==> src/rtl/seqgen_pkg.sv <==
// Shared types and constants for the step sequencer: FSM states, target
// register addresses and the enable-word builder.
package seqgen_pkg;

    typedef enum logic [2:0] {
        IDLE   = 3'd0,
        WR_PER = 3'd1,
        WR_VOL = 3'd2,
        WR_EN  = 3'd3,
        WAIT   = 3'd4
    } state_t;

    localparam logic [2:0] ADDR_PERIOD_A = 3'd0;
    localparam logic [2:0] ADDR_VOL_A    = 3'd2;
    localparam logic [2:0] ADDR_ENABLE   = 3'd5;

    // A zero volume is a rest, so the tone-A enable bit follows volume != 0.
    function automatic logic [4:0] enable_word(input logic [3:0] vol,
                                               input logic       en_b,
                                               input logic       en_n);
        enable_word = {2'b00, (vol != 4'd0), en_b, en_n};
    endfunction

endpackage

==> src/rtl/seq_write_arbiter_if.sv <==
// Host, pattern-table, control and register-write signals of the sequencer.
interface seq_write_arbiter_if;
    logic       host_wr;
    logic [2:0] host_addr;
    logic [4:0] host_data;
    logic       pat_wr;
    logic [2:0] pat_idx;
    logic [8:0] pat_data;
    logic [2:0] seq_len;
    logic [7:0] tempo;
    logic       cfg_en_b;
    logic       cfg_en_n;
    logic       start;
    logic       stop;
    logic       write_strobe;
    logic [2:0] address;
    logic [4:0] data;
    logic       busy;
    logic [2:0] step_idx;

    modport slave (
        input  host_wr, host_addr, host_data, pat_wr, pat_idx, pat_data,
               seq_len, tempo, cfg_en_b, cfg_en_n, start, stop,
        output write_strobe, address, data, busy, step_idx
    );

    modport master (
        output host_wr, host_addr, host_data, pat_wr, pat_idx, pat_data,
               seq_len, tempo, cfg_en_b, cfg_en_n, start, stop,
        input  write_strobe, address, data, busy, step_idx
    );
endinterface

==> src/rtl/seq_write_arbiter_step_table.sv <==
// Pattern storage: NSTEPS entries of {period[4:0], volume[3:0]}, written
// synchronously and read combinationally.
module step_table #(
    parameter int NSTEPS = 8,
    parameter int IW     = $clog2(NSTEPS)
) (
    input  logic          clk,
    input  logic          rst,
    input  logic          wr_en_i,
    input  logic [IW-1:0] wr_idx_i,
    input  logic [8:0]    wr_data_i,
    input  logic [IW-1:0] rd_idx_i,
    output logic [8:0]    rd_data_o
);
    logic [8:0] mem_q [NSTEPS];

    // Entry storage, cleared on reset.
    always_ff @(posedge clk or posedge rst) begin
        if (rst) begin
            for (int i = 0; i < NSTEPS; i++) begin
                mem_q[i] <= 9'd0;
            end
        end else if (wr_en_i) begin
            mem_q[wr_idx_i] <= wr_data_i;
        end
    end

    assign rd_data_o = mem_q[rd_idx_i];

endmodule

==> src/rtl/seq_write_arbiter.sv <==
// Sequencer replaying the step table as period/volume/enable register writes,
// sharing one registered write port with the host, which always wins.
module seq_write_arbiter
    import seqgen_pkg::*;
#(
    parameter int NSTEPS = 8
) (
    input  logic               clk,
    input  logic               rst,
    seq_write_arbiter_if.slave bus
);
    localparam int IW = $clog2(NSTEPS);

    state_t     state_q, state_d;
    logic [2:0] step_q, step_d;
    logic [7:0] cnt_q, cnt_d;
    logic [8:0] entry_q, entry_d;
    logic       stop_pend_q, stop_pend_d;
    logic       strobe_q, strobe_d;
    logic [2:0] addr_q, addr_d;
    logic [4:0] data_q, data_d;
    logic       busy_q;

    logic [2:0] next_step_s;
    logic [2:0] rd_step_s;
    logic [8:0] rd_entry_s;
    logic       seq_wr_s;
    logic [2:0] seq_addr_s;
    logic [4:0] seq_data_s;
    logic       stop_now_s;

    assign next_step_s = (step_q == bus.seq_len) ? 3'd0 : step_q + 3'd1;
    // The table is only consulted on entry to WR_PER: step 0 from IDLE, else the next step.
    assign rd_step_s   = (state_q == IDLE) ? 3'd0 : next_step_s;
    assign stop_now_s  = stop_pend_q | bus.stop;

    step_table #(.NSTEPS(NSTEPS)) u_table (
        .clk       (clk),
        .rst       (rst),
        .wr_en_i   (bus.pat_wr),
        .wr_idx_i  (bus.pat_idx[IW-1:0]),
        .wr_data_i (bus.pat_data),
        .rd_idx_i  (rd_step_s[IW-1:0]),
        .rd_data_o (rd_entry_s)
    );

    // Next-state logic; a WR state only advances when the host leaves the port free.
    always_comb begin
        state_d     = state_q;
        step_d      = step_q;
        cnt_d       = cnt_q;
        entry_d     = entry_q;
        stop_pend_d = stop_pend_q;
        seq_wr_s    = 1'b0;
        seq_addr_s  = 3'd0;
        seq_data_s  = 5'd0;
        case (state_q)
            IDLE: begin
                if (bus.start && !bus.stop) begin
                    state_d = WR_PER;
                    step_d  = 3'd0;
                    entry_d = rd_entry_s;
                end else begin
                    state_d = IDLE;
                end
            end
            WR_PER: begin
                seq_wr_s    = 1'b1;
                seq_addr_s  = ADDR_PERIOD_A;
                seq_data_s  = entry_q[8:4];
                stop_pend_d = stop_now_s;
                if (bus.host_wr) begin
                    state_d = WR_PER;
                end else begin
                    state_d = WR_VOL;
                end
            end
            WR_VOL: begin
                seq_wr_s    = 1'b1;
                seq_addr_s  = ADDR_VOL_A;
                seq_data_s  = {1'b0, entry_q[3:0]};
                stop_pend_d = stop_now_s;
                if (bus.host_wr) begin
                    state_d = WR_VOL;
                end else begin
                    state_d = WR_EN;
                end
            end
            WR_EN: begin
                seq_wr_s    = 1'b1;
                seq_addr_s  = ADDR_ENABLE;
                seq_data_s  = enable_word(entry_q[3:0], bus.cfg_en_b, bus.cfg_en_n);
                stop_pend_d = stop_now_s;
                if (bus.host_wr) begin
                    state_d = WR_EN;
                end else if (stop_now_s) begin
                    state_d     = IDLE;
                    stop_pend_d = 1'b0;
                end else if (bus.tempo == 8'd0) begin
                    state_d = WR_PER;
                    step_d  = next_step_s;
                    entry_d = rd_entry_s;
                end else begin
                    state_d = WAIT;
                    cnt_d   = bus.tempo;
                end
            end
            WAIT: begin
                if (bus.stop) begin
                    state_d = IDLE;
                    cnt_d   = 8'd0;
                end else if (cnt_q <= 8'd1) begin
                    state_d = WR_PER;
                    cnt_d   = 8'd0;
                    step_d  = next_step_s;
                    entry_d = rd_entry_s;
                end else begin
                    cnt_d = cnt_q - 8'd1;
                end
            end
            default: begin
                state_d     = IDLE;
                stop_pend_d = 1'b0;
            end
        endcase
    end

    // Write-port arbitration: host first, then the sequencer, else a quiet bus.
    always_comb begin
        strobe_d = 1'b0;
        addr_d   = 3'd0;
        data_d   = 5'd0;
        if (bus.host_wr) begin
            strobe_d = 1'b1;
            addr_d   = bus.host_addr;
            data_d   = bus.host_data;
        end else if (seq_wr_s) begin
            strobe_d = 1'b1;
            addr_d   = seq_addr_s;
            data_d   = seq_data_s;
        end else begin
            strobe_d = 1'b0;
        end
    end

    // State and output registers.
    always_ff @(posedge clk or posedge rst) begin
        if (rst) begin
            state_q     <= IDLE;
            step_q      <= 3'd0;
            cnt_q       <= 8'd0;
            entry_q     <= 9'd0;
            stop_pend_q <= 1'b0;
            strobe_q    <= 1'b0;
            addr_q      <= 3'd0;
            data_q      <= 5'd0;
            busy_q      <= 1'b0;
        end else begin
            state_q     <= state_d;
            step_q      <= step_d;
            cnt_q       <= cnt_d;
            entry_q     <= entry_d;
            stop_pend_q <= stop_pend_d;
            strobe_q    <= strobe_d;
            addr_q      <= addr_d;
            data_q      <= data_d;
            busy_q      <= (state_d != IDLE);
        end
    end

    assign bus.write_strobe = strobe_q;
    assign bus.address      = addr_q;
    assign bus.data         = data_q;
    assign bus.busy         = busy_q;
    assign bus.step_idx     = step_q;

endmodule

==> src/flat_wrapper.sv <==
// flat-port wrapper written by rule: the top's interface ports become plain ports
module seq_write_arbiter_flat import seqgen_pkg::*;
#(
    parameter int NSTEPS = 8
)
  (clk, rst, bus_host_wr, bus_host_addr, bus_host_data, bus_pat_wr, bus_pat_idx, bus_pat_data, bus_seq_len, bus_tempo, bus_cfg_en_b, bus_cfg_en_n, bus_start, bus_stop, bus_write_strobe, bus_address, bus_data, bus_busy, bus_step_idx);
  seq_write_arbiter_if bus_i ();
  input  logic clk;
  input  logic rst;
  input wire logic [$bits(bus_i.host_wr)-1:0] bus_host_wr;
  input wire logic [$bits(bus_i.host_addr)-1:0] bus_host_addr;
  input wire logic [$bits(bus_i.host_data)-1:0] bus_host_data;
  input wire logic [$bits(bus_i.pat_wr)-1:0] bus_pat_wr;
  input wire logic [$bits(bus_i.pat_idx)-1:0] bus_pat_idx;
  input wire logic [$bits(bus_i.pat_data)-1:0] bus_pat_data;
  input wire logic [$bits(bus_i.seq_len)-1:0] bus_seq_len;
  input wire logic [$bits(bus_i.tempo)-1:0] bus_tempo;
  input wire logic [$bits(bus_i.cfg_en_b)-1:0] bus_cfg_en_b;
  input wire logic [$bits(bus_i.cfg_en_n)-1:0] bus_cfg_en_n;
  input wire logic [$bits(bus_i.start)-1:0] bus_start;
  input wire logic [$bits(bus_i.stop)-1:0] bus_stop;
  output wire logic [$bits(bus_i.write_strobe)-1:0] bus_write_strobe;
  output wire logic [$bits(bus_i.address)-1:0] bus_address;
  output wire logic [$bits(bus_i.data)-1:0] bus_data;
  output wire logic [$bits(bus_i.busy)-1:0] bus_busy;
  output wire logic [$bits(bus_i.step_idx)-1:0] bus_step_idx;
  assign bus_i.host_wr = bus_host_wr;
  assign bus_i.host_addr = bus_host_addr;
  assign bus_i.host_data = bus_host_data;
  assign bus_i.pat_wr = bus_pat_wr;
  assign bus_i.pat_idx = bus_pat_idx;
  assign bus_i.pat_data = bus_pat_data;
  assign bus_i.seq_len = bus_seq_len;
  assign bus_i.tempo = bus_tempo;
  assign bus_i.cfg_en_b = bus_cfg_en_b;
  assign bus_i.cfg_en_n = bus_cfg_en_n;
  assign bus_i.start = bus_start;
  assign bus_i.stop = bus_stop;
  assign bus_write_strobe = bus_i.write_strobe;
  assign bus_address = bus_i.address;
  assign bus_data = bus_i.data;
  assign bus_busy = bus_i.busy;
  assign bus_step_idx = bus_i.step_idx;
  seq_write_arbiter #(.NSTEPS(NSTEPS)) u_core (.clk(clk), .rst(rst), .bus(bus_i));
endmodule
==> config.mk <==
export PLATFORM = sky130hd
export DESIGN_NAME = seq_write_arbiter_flat
export DESIGN_NICKNAME = d
export VERILOG_FILES = /design/src/rtl/seqgen_pkg.sv /design/src/rtl/seq_write_arbiter_if.sv /design/src/rtl/seq_write_arbiter_step_table.sv /design/src/rtl/seq_write_arbiter.sv /design/src/flat_wrapper.sv
export SDC_FILE = /design/constraint.sdc
export NUM_CORES = 1
export LEC_CHECK = 0
export CORE_ASPECT_RATIO = 0.8
export CORE_UTILIZATION = 30
export CTS_CLUSTER_DIAMETER = 150
export DETAILED_ROUTE_END_ITERATION = 8
export GPL_ROUTABILITY_DRIVEN = 0
export GPL_TIMING_DRIVEN = 0
export HOLD_SLACK_MARGIN = 0.02
export PLACE_DENSITY = 0.56
export SLEW_MARGIN = 10
export SYNTH_ARGS = -nofsm -noshare
export SYNTH_HDL_FRONTEND = slang
export SYNTH_SLANG_ARGS = --single-unit
==> constraint.sdc <==
create_clock -name clk -period 5.5 [get_ports clk]
set_input_delay 1.375 -clock clk [delete_from_list [all_inputs] [get_ports clk]]
set_output_delay 1.375 -clock clk [all_outputs]
set_load 0.02 [all_outputs]
=== Word level (Yosys, flattened, before mapping) ===
Index checks and enable logic that the tools add are counted.

* Muxes and demuxes: 48
* Reductions and logical operators: 14
* Equality and inequality tests: 12
* Bitwise logic cells: 3
* Order comparisons: 4
* Add/subtract/negate cells: 2

{| class="wikitable"
|+ Operators with widths
! operator !! count
|-
| two-way mux 9 bit || 9
|-
| bitwise mux 72 bit || 1
|-
| two-way mux 3 bit || 15
|-
| two-way mux 8 bit || 5
|-
| binary-select mux 9 bit (select 3 bit) || 1
|-
| demux 9 bit (select 3 bit) || 1
|-
| case mux 9 bit (3 select lines) || 1
|-
| case mux 8 bit (2 select lines) || 1
|-
| case mux 3 bit (5 select lines) || 1
|-
| case mux 5 bit (3 select lines) || 1
|-
| two-way mux 5 bit || 2
|-
| inequality test 2 bit (second input constant) || 5
|-
| case mux 3 bit (3 select lines) || 1
|-
| greater-or-equal comparator 4 bit (second input constant) || 2
|-
| less-or-equal comparator 8 x 1 -> 1 bit (second input constant) || 1
|-
| logical NOT 8 bit || 1
|-
| NOT 3 -> 4 bit || 2
|-
| subtractor 8 x 1 -> 8 bit (second input constant) || 1
|-
| AND reduction 7 bit || 1
|-
| == test 3 x 2 -> 1 bit (second input constant) || 2
|-
| two-way mux 1 bit || 6
|-
| case mux 3 bit (2 select lines) || 1
|-
| nonzero test 3 bit || 2
|-
| less-than comparator 4 x 1 -> 1 bit (second input constant) || 1
|-
| 16 further kinds || 19
|}

* Register bits after elaboration: 106
* Output and inout bits: 13
* Input port bits: 39
* Logic and storage cells: 100

=== Logic depth before layout (Yosys ltp) ===
Gate-level depths: netlist of run 1.

* Word-level depth: 11
* Mapped depth: 8

=== Cells and area by module ===
Synthesis of run 1 repeated with hierarchy kept, for this count alone.

* Cell total of the unflattened synthesis: 381
* Area, all modules: 5167.5 sq um

{| class="wikitable"
|+ Modules (own cells, without submodules)
! module !! cells an instance !! area each (sq um) !! times used
|-
| step_table || 192 || 3342.0 || 1
|-
| seq_write_arbiter || 189 || 1825.5 || 1
|}

=== Worst setup path before layout of run 1 ===
No wires, ideal clock.

* Path type: input-to-reg
* From: in bus_pat_idx[0]
* To: reg u_core.u_table.mem_q[27] (netlist name)
* Path buffers: 2
* Stages on the path: 5
* Data arrival time: 2.549 ns
* Path slack: 2.826 ns
* Required time: 5.375 ns
* Cells stage by stage: clkbuf_1 nand2b_1 nor3b_1 clkbuf_1 mux2_2

* Word-level cells in the longest chain between the ends: 6
* Elaborated cells on any way between the ends: 7
* Classes of those cells: order compare (2); mux (3); bitwise (1); reduce/logical (1)

{| class="wikitable"
|+ RTL lines
! item !! line !! source
|-
| start, declared || flat_wrapper.sv:14 || <nowiki>input wire logic [$bits(bus_i.pat_idx)-1:0] bus_pat_idx;</nowiki>
|-
| NOT 3 -> 4 bit (implied by the code) * || seq_write_arbiter_step_table.sv:24 || <nowiki>mem_q[wr_idx_i] <= wr_data_i;</nowiki>
|-
| greater-or-equal comparator 4 bit (implied by the code) / less-than comparator 4 x 1 -> 1 bit (equally long branches) || seq_write_arbiter_step_table.sv:24 ||
|-
| logical AND 1 bit (implied by the code) || seq_write_arbiter_step_table.sv:24 ||
|-
| two-way mux 9 bit (implied by the code) || seq_write_arbiter_step_table.sv:24 ||
|-
| demux 9 bit (select 3 bit) * || seq_write_arbiter_step_table.sv:24 ||
|-
| bitwise mux 72 bit * || seq_write_arbiter_step_table.sv:24 ||
|-
| end signal, assigned by index || seq_write_arbiter_step_table.sv:24 ||
|-
| end, declared || seq_write_arbiter_step_table.sv:15 || <nowiki>logic [8:0] mem_q [NSTEPS];</nowiki>
|}

Every way passes the cells marked *; elsewhere a longest branch is shown, timed or not.
A chain may end at the register's enable or synchronous reset.

=== Worst setup path after layout of run 1 ===
* From: in bus_stop
* To: reg u_core.cnt_q[4]

* Word-level cells in the longest chain between the ends: 3
* Elaborated cells on any way between the ends: 5
* Classes of those cells: eq/ne (1); mux (2); bitwise (1); reduce/logical (1)

{| class="wikitable"
|+ RTL lines
! item !! line !! source
|-
| start, declared || flat_wrapper.sv:21 || <nowiki>input wire logic [$bits(bus_i.stop)-1:0] bus_stop;</nowiki>
|-
| OR 1 bit || seq_write_arbiter.sv:35 || <nowiki>assign stop_now_s = stop_pend_q | bus.stop;</nowiki>
|-
| inequality test 2 bit (no line) || n/a ||
|-
| AND reduction 4 bit (no line) || n/a ||
|-
| end signal, assigned || seq_write_arbiter.sv:161 || <nowiki>cnt_q <= cnt_d;</nowiki>
|-
| end, declared || seq_write_arbiter.sv:16 || <nowiki>logic [7:0] cnt_q, cnt_d;</nowiki>
|}

Several ways; a longest one is shown, not always the timed one.

==> out/qor.csv, run 1 <==
stage,metric,value,unit
die,Std-Cell Rows,42,
die,floorplan die height,119,µm
pwr,Worst IR Drop VDD,0.200,mV
detailed_routing,first-pass detailed-route iteration total,5,
synthesis,count of flip-flops with a built-in enable after synthesis,0,
placement,Buffers on Ports,47,
cts,Clock Tree Buf Depth,2,
timing,sum of negative setup slack,0,ps
critical_path,worst reg2reg setup slack,2880,ps
global_routing,all-layer global routing usage,15.1,%
timing,number of hold violations in the final report,0,
timing,maximum clock skew at final layout,9.56,ps
placement,post-DP HPWL,8510,µm
timing,Max Slew Vio Count,0,
die,full die area,0.0177,mm²
hold_path,Hold Path Cell Cnt,1,
critical_path,startpoint-to-endpoint class of the critical path,input port to register,
critical_path,worst path required time,5710,ps
global_routing,GRT overflow,0,
global_routing,vias in the first global route,3733,
timing,minimum clock period,3330,ps
detailed_routing,drt total wl,12500,µm
cts,post-CTS setup buffers,0,
layout,Post-Route Utilization,37.3,%
hold_path,Worst Hold End,u_core.u_table.mem_q[65],
pwr,total power per unit cell area,450,mW/mm²
cts,clock root cell,clkbuf_16,
critical_path,launching instance or port of the critical path,bus_stop,
timing,Fmax,300,MHz
cts,# resized after CTS,0,
outcome,result of the run,finished clean,
cts,clock buffer count from CTS,9,
critical_path,critical path capture point type,register,
synthesis,Ys Warns,0,
synthesis,commonest register cell after synthesis,dfrtp_1,
global_routing,pin count of the biggest net entering global routing,94,
cts,clock latency of the later-clocked register in the worst-skew pair,350,ps
timing,unrepaired setup endpoints after global routing,no,
synthesis,sequential-to-total area share from yosys stat,51.5,%
timing,slew of the pin with the lowest slew margin,1060,ps
run,max-cap viol count,0,
detailed_routing,via count,3584,
critical_path,beginning of the worst register-to-register path,u_core.bus.step_idx[1],
detailed_routing,drt via density,5.13,
timing,Max-Slew Margin vs Limit,29.1,%
timing,fin crit share,60.6,%
global_routing,number of antenna violations at the first check in global routing,0,
critical_path,startpoint types,input port,
die,die width,148,µm
hold_path,Worst Hold Launch,u_core.u_table.mem_q[65],
layout,Synth-to-Final Area Change,20.6,%
die,Initial Util,30.9,%
synthesis,synthesized area per cell,12.4,µm²
die,floorplan core area,0.0167,mm²
pwr,Leak Pwr,2.51,nW
die,num ports,52,
synthesis,Post-synth ARST share,100,%
synthesis,flip-flop and latch count after synthesis,106,
cts,hold buffer count at cts,0,
critical_path,data arrival time at the worst-slack endpoint,3550,ps
synthesis,Gate Count Post-Synth,414,
layout,layout cells sized above 1,25.7,%
timing,final number of setup-violating endpoints,0,
cts,clock tree from TritonCTS,yes,
layout,count of non-filler cells in the finished layout,698,
synthesis,distinct cell type count of the synthesized netlist,54,
critical_path,worst reg2reg path endpoint,u_core.entry_q[6],
hold_path,Min-Delay Path Class,register to register,
layout,Post-layout nets,515,
detailed_routing,average routed wire per standard cell,17.9,µm
placement,Placement Setup Slack,1800,ps
detailed_routing,Antenna Violating Nets Remaining,0,
layout,number of inserted diodes,0,
critical_path,peak fanout along the critical path,9,
cts,clock net sink count,106,
synthesis,synthesized cell area,0.00515,mm²
detailed_routing,violation count after the first detailed-route iteration,209,
global_routing,global-route wire length before repair,20500,µm
cts,CTS H-tree lvls,3,
timing,Setup WS post-layout,2170,ps
detailed_routing,Remaining DRCs,0,
placement,number of cells in the design after placement,682,
critical_path,worst reg2reg path depth,6,
synthesis,post-synth net total,456,
cts,post-CTS clock slew at the launch and capture registers of the worst setup and hold paths,70,ps
## logic make-up (layout without fill, tap and decap cells)
group           count (synthesis)  count (layout)  share of synthesized area [%]
xor+xnor                        5               5                          0.850
simple gates                  100             100                           10.3
flops                         106             106                           51.5
buf+inv                        27              91                           2.33
fa+ha+maj                       3               3                          0.729
compound gates                 81              81                           12.1
mux                            92              92                           22.1
## flip-flops by register name, indices dropped and copies added (netlist names)
name and cells:
u_core.bus.step_idx 3, u_core.bus.write_strobe 1, u_core.entry_q 9, u_core.stop_pend_q 1
u_core.state_q 3, u_core.cnt_q 8, u_core.bus.busy 1, u_core.u_table.mem_q 72
u_core.bus.address 3, u_core.bus.data 5
## report_power, final
group	total [mW]	switching [mW]	internal (mW)	leakage, nW
registers	1.13	0.144	0.986	1.29
logic	1.04	0.558	0.484	1.08
clock network	0.623	0.307	0.316	0.139
total	2.80	1.01	1.79	2.51
## cells in the final DEF, fill, tap and decap left out, types with 4 or more instances in the layout
master,count
inv_1,4
nand2_1,25
nor4_1,5
mux4_2,9
inv_6,4
clkdlybuf4s50_1,47
o21ai_0,7
o31ai_2,9
a22o_1,7
mux2_2,73
xnor2_1,4
nor2_1,34
nor2b_1,4
nor3_1,6
a221oi_1,9
a21oi_1,17
clkbuf_16,9
dfrtp_1,106
o21ai_1,8
clkbuf_1,16
mux2_1,10
## layout make-up
| type | instances | area (µm²) |
|---|---|---|
| Sequential cell | 106 | 2650 |
| Buffer | 22 | 101 |
| Fill cell | 1603 | 10400 |
| Clock buffer | 9 | 225 |
| Clock inverter | 7 | 58.8 |
| Timing Repair Buffer | 48 | 498 |
| Multi-Input combinational cell | 281 | 2380 |
| Inverter | 5 | 23.8 |
| Tap cell | 220 | 275 |
## through the flow
| stage | total power [mW] | instance area [µm²] | hold slack (ps) |
|---|---|---|---|
| 3_3_place_gp | 2.16 | 5900 | 473 |
| 2_1_floorplan | 1.86 | 5150 | 449 |
| 5_1_grt | 2.98 | 6210 | 515 |
| 6_report | 2.80 | 6210 | 493 |
| 3_5_place_dp | 2.19 | 5930 | 479 |
| 4_1_cts | 2.82 | 6210 | 495 |
## Yosys cell counts (3+ instances only)
master / number / area, µm²
nor2_1: 34 / 128
nand2b_1: 3 / 18.8
o31ai_2: 9 / 113
xnor2_1: 4 / 35.0
inv_1: 5 / 18.8
mux2_1: 10 / 113
mux4_2: 9 / 203
ha_1: 3 / 37.5
clkbuf_1: 16 / 60.1
nor3_1: 6 / 30.0
o21bai_1: 3 / 22.5
mux2_2: 73 / 822
a21oi_1: 17 / 85.1
a21o_1: 3 / 22.5
a22o_1: 7 / 61.3
buf_2: 3 / 15.0
o21ai_0: 7 / 35.0
nor3b_1: 3 / 22.5
nor2b_1: 4 / 25.0
dfrtp_1: 106 / 2650
nand2_1: 25 / 93.8
o21ai_1: 8 / 40.0
nand4b_1: 3 / 26.3
a221oi_1: 9 / 78.8
nor4_1: 5 / 31.3
## critical path, cell delays in order
cell and delay [ps]:
clkdlybuf4s50_1 600, or2_1 360, a211oi_1 580, nor2_1 300, o21ai_1 210, o311ai_1 130
## layer usage
| metal | GRT usage (%) | up-vias | part of all wire [%] |
|---|---|---|---|
| li1 | - | 1654 | - |
| met1 | 22.6 | 1822 | 52 |
| met2 | 22.0 | 94 | 42 |
| met3 | 3.03 | 14 | 4.8 |
| met4 | 3.74 | 0 | 0.97 |
| met5 | 0 | - | 0 |
## worst max-delay path by stage
stage,to,slack [ps],cells past startpoint
global placement,u_core.u_table.mem_q[6],-240,2
global route,u_core.cnt_q[4],2000,6
CTS,u_core.cnt_q[4],2140,6
floorplan,u_core.bus.address[0],1340,1
detailed placement,u_core.cnt_q[4],1800,6
finish,u_core.cnt_q[4],2170,6
(Power assumes the default switching activity.)
==> run 2: changes to the inputs <==
==> constraint.sdc (replaced) <==
create_clock -name clk -period 3.4 [get_ports clk]
set_input_delay 0.85 -clock clk [delete_from_list [all_inputs] [get_ports clk]]
set_output_delay 0.85 -clock clk [all_outputs]
set_load 0.02 [all_outputs]
==> out/qor.csv, run 2 (synthesis results as in run 1) <==
stage,metric,value,unit
outcome,result of the run,finished clean,
global_routing,GRT overflow,0,
cts,CTS H-tree lvls,3,
detailed_routing,drt via density,5.05,
global_routing,global-route wire length before repair,20200,µm
die,full die area,0.0177,mm²
run,max-cap viol count,0,
timing,slew of the pin with the lowest slew margin,963,ps
layout,Largest regs,"u_core.u_table.mem_q x72, u_core.entry_q x9, u_core.cnt_q x8",
timing,final number of setup-violating endpoints,0,
layout,Synth-to-Final Area Change,21.7,%
cts,clock root cell,clkbuf_16,
timing,maximum clock skew at final layout,12.0,ps
global_routing,all-layer global routing usage,14.9,%
cts,post-CTS clock slew at the launch and capture registers of the worst setup and hold paths,80,ps
detailed_routing,Remaining DRCs,0,
timing,Max-Slew Margin vs Limit,35.6,%
cts,hold buffer count at cts,0,
layout,fill cell count,1631,
layout,register ranked first by flip-flop count,u_core.u_table.mem_q,
detailed_routing,via count,3532,
global_routing,vias in the first global route,3596,
pwr,Worst IR Drop VDD,0.331,mV
layout,most common library cell in the layout ignoring fill and taps,dfrtp_1,
critical_path,worst reg2reg path depth,6,
critical_path,beginning of the worst register-to-register path,u_core.bus.step_idx[1],
pwr,total power per unit cell area,728,mW/mm²
timing,minimum clock period,2780,ps
global_routing,pin count of the biggest net entering global routing,41,
timing,fin crit share,81.6,%
die,Initial Util,30.9,%
layout,max reg flops,72,
layout,Post-Route Utilization,37.6,%
global_routing,number of antenna violations at the first check in global routing,0,
layout,number of inserted diodes,0,
timing,sum of negative setup slack,0,ps
critical_path,worst reg2reg path endpoint,u_core.entry_q[1],
critical_path,slowest stage cell on the critical path,clkdlybuf4s50_1,
timing,number of hold violations in the final report,0,
cts,Clock Tree Buf Depth,2,
cts,clock tree from TritonCTS,yes,
cts,post-CTS setup buffers,0,
critical_path,data arrival time at the worst-slack endpoint,3000,ps
cts,# resized after CTS,0,
die,num ports,52,
critical_path,"slowest stage delay, CP",600,ps
critical_path,worst path required time,3630,ps
layout,"commonest non-fill, non-tap cells in the layout","106 x dfrtp_1, 73 x mux2_2, 47 x clkdlybuf4s50_1",
hold_path,Worst Hold Launch,u_core.entry_q[7],
critical_path,Worst Setup EP,u_core.cnt_q[3],
detailed_routing,average routed wire per standard cell,17.6,µm
die,die width,148,µm
die,Std-Cell Rows,42,
hold_path,Min-Delay Path Class,register to register,
layout,layout cells sized above 1,26.0,%
placement,Buffers on Ports,47,
detailed_routing,violation count after the first detailed-route iteration,152,
timing,Hold Worst Slack,492,ps
die,floorplan core area,0.0167,mm²
placement,number of cells in the design after placement,684,
critical_path,startpoint types,input port,
cts,clock net sink count,106,
detailed_routing,Antenna Violating Nets Remaining,0,
timing,Fmax,360,MHz
die,floorplan die height,119,µm
critical_path,peak fanout along the critical path,9,
placement,post-DP HPWL,8760,µm
layout,count of non-filler cells in the finished layout,700,
critical_path,critical path capture point type,register,
critical_path,startpoint-to-endpoint class of the critical path,input port to register,
timing,Max Slew Vio Count,0,
detailed_routing,first-pass detailed-route iteration total,4,
critical_path,crit path cell chain,"clkdlybuf4s50_1, or2_1, a211oi_1, nor2_1, o21ai_1, o211ai_1",
critical_path,worst reg2reg setup slack,760,ps
critical_path,launching instance or port of the critical path,bus_stop,
cts,clock buffer count from CTS,9,
layout,Post-layout nets,517,
detailed_routing,drt total wl,12300,µm
timing,unrepaired setup endpoints after global routing,no,
cts,clock latency of the later-clocked register in the worst-skew pair,360,ps
pwr,Leak Pwr,2.53,nW
==> run 2: metal layers <==
layer	GRT usage, %	share of wire, %
met1	22.7	52
met2	21.1	41
met3	3.26	5.8
met4	3.74	0.79
met5	0	0
==> run 2: report_power, final <==
part	switching, mW	leakage (nW)	internal (mW)	total (mW)
Clock	0.517	0.146	0.525	1.04
Sequential	0.234	1.29	1.60	1.83
Combinational	0.905	1.09	0.787	1.69
Total	1.66	2.53	2.91	4.56
==> run 2: worst max-delay path: cells and delay by family <==
family	cells	cell delay, ps
AOI/OAI and AO/OA	3	880
and+or+nand+nor	2	670
buffers and inverters	1	600
==> run 2: worst min path at each step <==
stage | endpoint | slack [ps] | depth (start not counted)
2_1_floorplan | u_core.entry_q[7] | 450 | 2
3_3_place_gp | u_core.u_table.mem_q[66] | 480 | 1
6_report | u_core.entry_q[7] | 490 | 2
3_5_place_dp | u_core.u_table.mem_q[66] | 480 | 1
4_1_cts | u_core.u_table.mem_q[66] | 500 | 1
5_1_grt | u_core.u_table.mem_q[39] | 520 | 1
==> run 2: area by class of cell <==
| cell class | count | area (µm²) | area share [%] |
|---|---|---|---|
| sequential | 106 | 2650 | 42.3 |
| clock buffer | 9 | 225 | 3.59 |
| multi-input combinational | 281 | 2380 | 37.9 |
| buffer | 22 | 101 | 1.62 |
| timing repair buffer | 50 | 531 | 8.46 |
| tap | 220 | 275 | 4.39 |
| inverter | 5 | 22.5 | 0.359 |
| clock inverter | 7 | 85.1 | 1.36 |
==> run 2: metrics by stage <==
| step | power, mW | worst slack, ps | instance area (µm²) |
|---|---|---|---|
| final | 4.56 | 625 | 6270 |
| after global routing | 4.86 | 435 | 6270 |
| after CTS | 4.61 | 682 | 6270 |
| after detailed placement | 3.56 | 320 | 5960 |
| after global placement | 3.49 | 243 | 5900 |
| after floorplan | 3.01 | 1250 | 5150 |
==> run 3: changes to the inputs <==
==> constraint.sdc (replaced) <==
create_clock -name clk -period 2.7 [get_ports clk]
set_input_delay 0.675 -clock clk [delete_from_list [all_inputs] [get_ports clk]]
set_output_delay 0.675 -clock clk [all_outputs]
set_load 0.02 [all_outputs]
==> out/qor.csv, run 3 (synthesis results as in run 1) <==
stage,metric,value,unit
die,floorplan die height,119,µm
cts,clock root cell,clkbuf_16,
die,full die area,0.0177,mm²
critical_path,critical path capture point type,register,
timing,number of hold violations in the final report,0,
hold_path,Hold Path Cell Cnt,2,
detailed_routing,first-pass detailed-route iteration total,4,
critical_path,beginning of the worst register-to-register path,u_core.bus.step_idx[1],
detailed_routing,violation count after the first detailed-route iteration,132,
timing,Setup WS post-layout,218,ps
critical_path,worst reg2reg setup slack,340,ps
global_routing,pin count of the biggest net entering global routing,41,
cts,hold buffer count at cts,0,
critical_path,slowest stage cell on the critical path,nor4_1,
placement,Placement Setup Slack,-205,ps
die,Std-Cell Rows,42,
die,floorplan core area,0.0167,mm²
layout,count of non-filler cells in the finished layout,700,
cts,Clock Tree Buf Depth,2,
critical_path,worst reg2reg path depth,6,
detailed_routing,Remaining DRCs,0,
timing,fin crit share,91.9,%
layout,cell area after layout,0.00628,mm²
cts,clock tree from TritonCTS,yes,
critical_path,startpoint-to-endpoint class of the critical path,input port to register,
placement,number of cells in the design after placement,684,
layout,number of inserted diodes,0,
timing,sum of negative setup slack,0,ps
critical_path,"slowest stage delay, CP",610,ps
critical_path,peak fanout along the critical path,9,
pwr,total power per unit cell area,916,mW/mm²
cts,post-CTS clock slew at the launch and capture registers of the worst setup and hold paths,80,ps
placement,dpl cell area,0.00596,mm²
critical_path,number of buffer and inverter instances along the worst setup path,1,
cts,CTS H-tree lvls,3,
layout,Synth-to-Final Area Change,21.9,%
global_routing,vias in the first global route,3596,
hold_path,Worst Hold Launch,u_core.entry_q[7],
hold_path,Min-Delay Path Class,register to register,
global_routing,global-route wire length before repair,20200,µm
die,die width,148,µm
layout,register ranked first by flip-flop count,u_core.u_table.mem_q,
timing,unrepaired setup endpoints after global routing,no,
detailed_routing,Antenna Violating Nets Remaining,0,
layout,Post-layout nets,517,
critical_path,worst reg2reg path endpoint,u_core.entry_q[1],
global_routing,GRT overflow,0,
layout,most common library cell in the layout ignoring fill and taps,dfrtp_1,
placement,post-DP HPWL,8760,µm
critical_path,startpoint types,input port,
timing,Max Slew Vio Count,0,
timing,Fmax,403,MHz
detailed_routing,average routed wire per standard cell,17.7,µm
layout,fill cell count,1631,
pwr,Worst IR Drop VDD,0.404,mV
timing,slew of the pin with the lowest slew margin,951,ps
critical_path,crit path cell chain,"clkdlybuf4s50_1, nor4_1, a211oi_2, nor2_1, o21ai_1, o211ai_1",
critical_path,worst path required time,2960,ps
detailed_routing,drt total wl,12400,µm
outcome,result of the run,finished clean,
die,Initial Util,30.9,%
critical_path,cell family with the largest share of critical-path delay,simple AND/OR/NAND/NOR gates,
detailed_routing,via count,3521,
run,max-cap viol count,0,
placement,Buffers on Ports,47,
global_routing,all-layer global routing usage,14.9,%
critical_path,data arrival time at the worst-slack endpoint,2750,ps
layout,"commonest non-fill, non-tap cells in the layout","106 x dfrtp_1, 73 x mux2_2, 47 x clkdlybuf4s50_1",
detailed_routing,drt via density,5.03,
layout,layout cells sized above 1,26.5,%
timing,maximum clock skew at final layout,9.65,ps
timing,Hold Worst Slack,493,ps
global_routing,number of antenna violations at the first check in global routing,0,
cts,clock latency of the later-clocked register in the worst-skew pair,350,ps
die,num ports,52,
hold_path,Worst Hold End,u_core.entry_q[7],
timing,Max-Slew Margin vs Limit,36.3,%
pwr,Leak Pwr,2.53,nW
layout,Largest regs,"u_core.u_table.mem_q x72, u_core.entry_q x9, u_core.cnt_q x8",
cts,clock buffer count from CTS,9,
cts,clock net sink count,106,
layout,max reg flops,72,
timing,final number of setup-violating endpoints,0,
timing,minimum clock period,2480,ps
run 3: how the worst max path moves through the flow:
stage / from / endpoint / slack [ps] / depth (start not counted)
floorplan: u_core.bus.step_idx[1] / u_core.entry_q[0] / 650 / 6
global placement: rst / u_core.u_table.mem_q[15] / -280 / 2
detailed placement: bus_stop / u_core.cnt_q[3] / -200 / 6
CTS: u_core.bus.step_idx[1] / u_core.entry_q[1] / 5 / 6
global route: bus_tempo[4] / u_core.cnt_q[3] / 20 / 6
finish: bus_tempo[4] / u_core.cnt_q[3] / 220 / 6
run 3: cell type report:
class                      count  area [µm²]  share of cell area [%]
buffer                        22         103                    1.63
clock buffer                   9         225                    3.59
clock inverter                 7        85.1                    1.36
inverter                       5        22.5                   0.359
multi-input combinational    281        2380                    38.0
sequential                   106        2650                    42.3
tap                          220         275                    4.39
timing repair buffer          50         531                    8.45
run 3: power breakdown:
| part | leakage, nW | internal (mW) | switching [mW] | total, mW |
|---|---|---|---|---|
| logic | 1.10 | 0.992 | 1.14 | 2.13 |
| registers | 1.29 | 2.01 | 0.295 | 2.30 |
| clock network | 0.146 | 0.661 | 0.650 | 1.31 |
| total | 2.53 | 3.66 | 2.09 | 5.75 |
run 3: worst reg2reg max path, cell delays in order, from the launching register on:
cell and delay [ps]:
dfrtp_1 460, ha_1 330, clkbuf_1 430, clkbuf_2 440, mux4_2 390, nor2_1 130, o31ai_2 70
run 3: timing repair:
action | CTS | global route
hold endpoints to repair | 0 | 0
setup buffers | 0 | 0
resized for setup | 0 | 3
endpoints found under the setup margin | 0 | 14
run 3: metal layers:
layer	vias to the layer above	wire [µm]	GRT usage (%)
li1	1663	-	-
met2	77	5170	21.1
met5	-	0	0
met4	0	29	3.74
met3	2	654	3.26
met1	1779	6500	22.7
run 3: metrics by stage:
step           util (%)  power, mW
3_5_place_dp       35.8       4.48
6_report           37.7       5.75
2_1_floorplan         -       3.79
4_1_cts            37.6       5.81
5_1_grt            37.7       6.12
3_3_place_gp       35.4       4.39
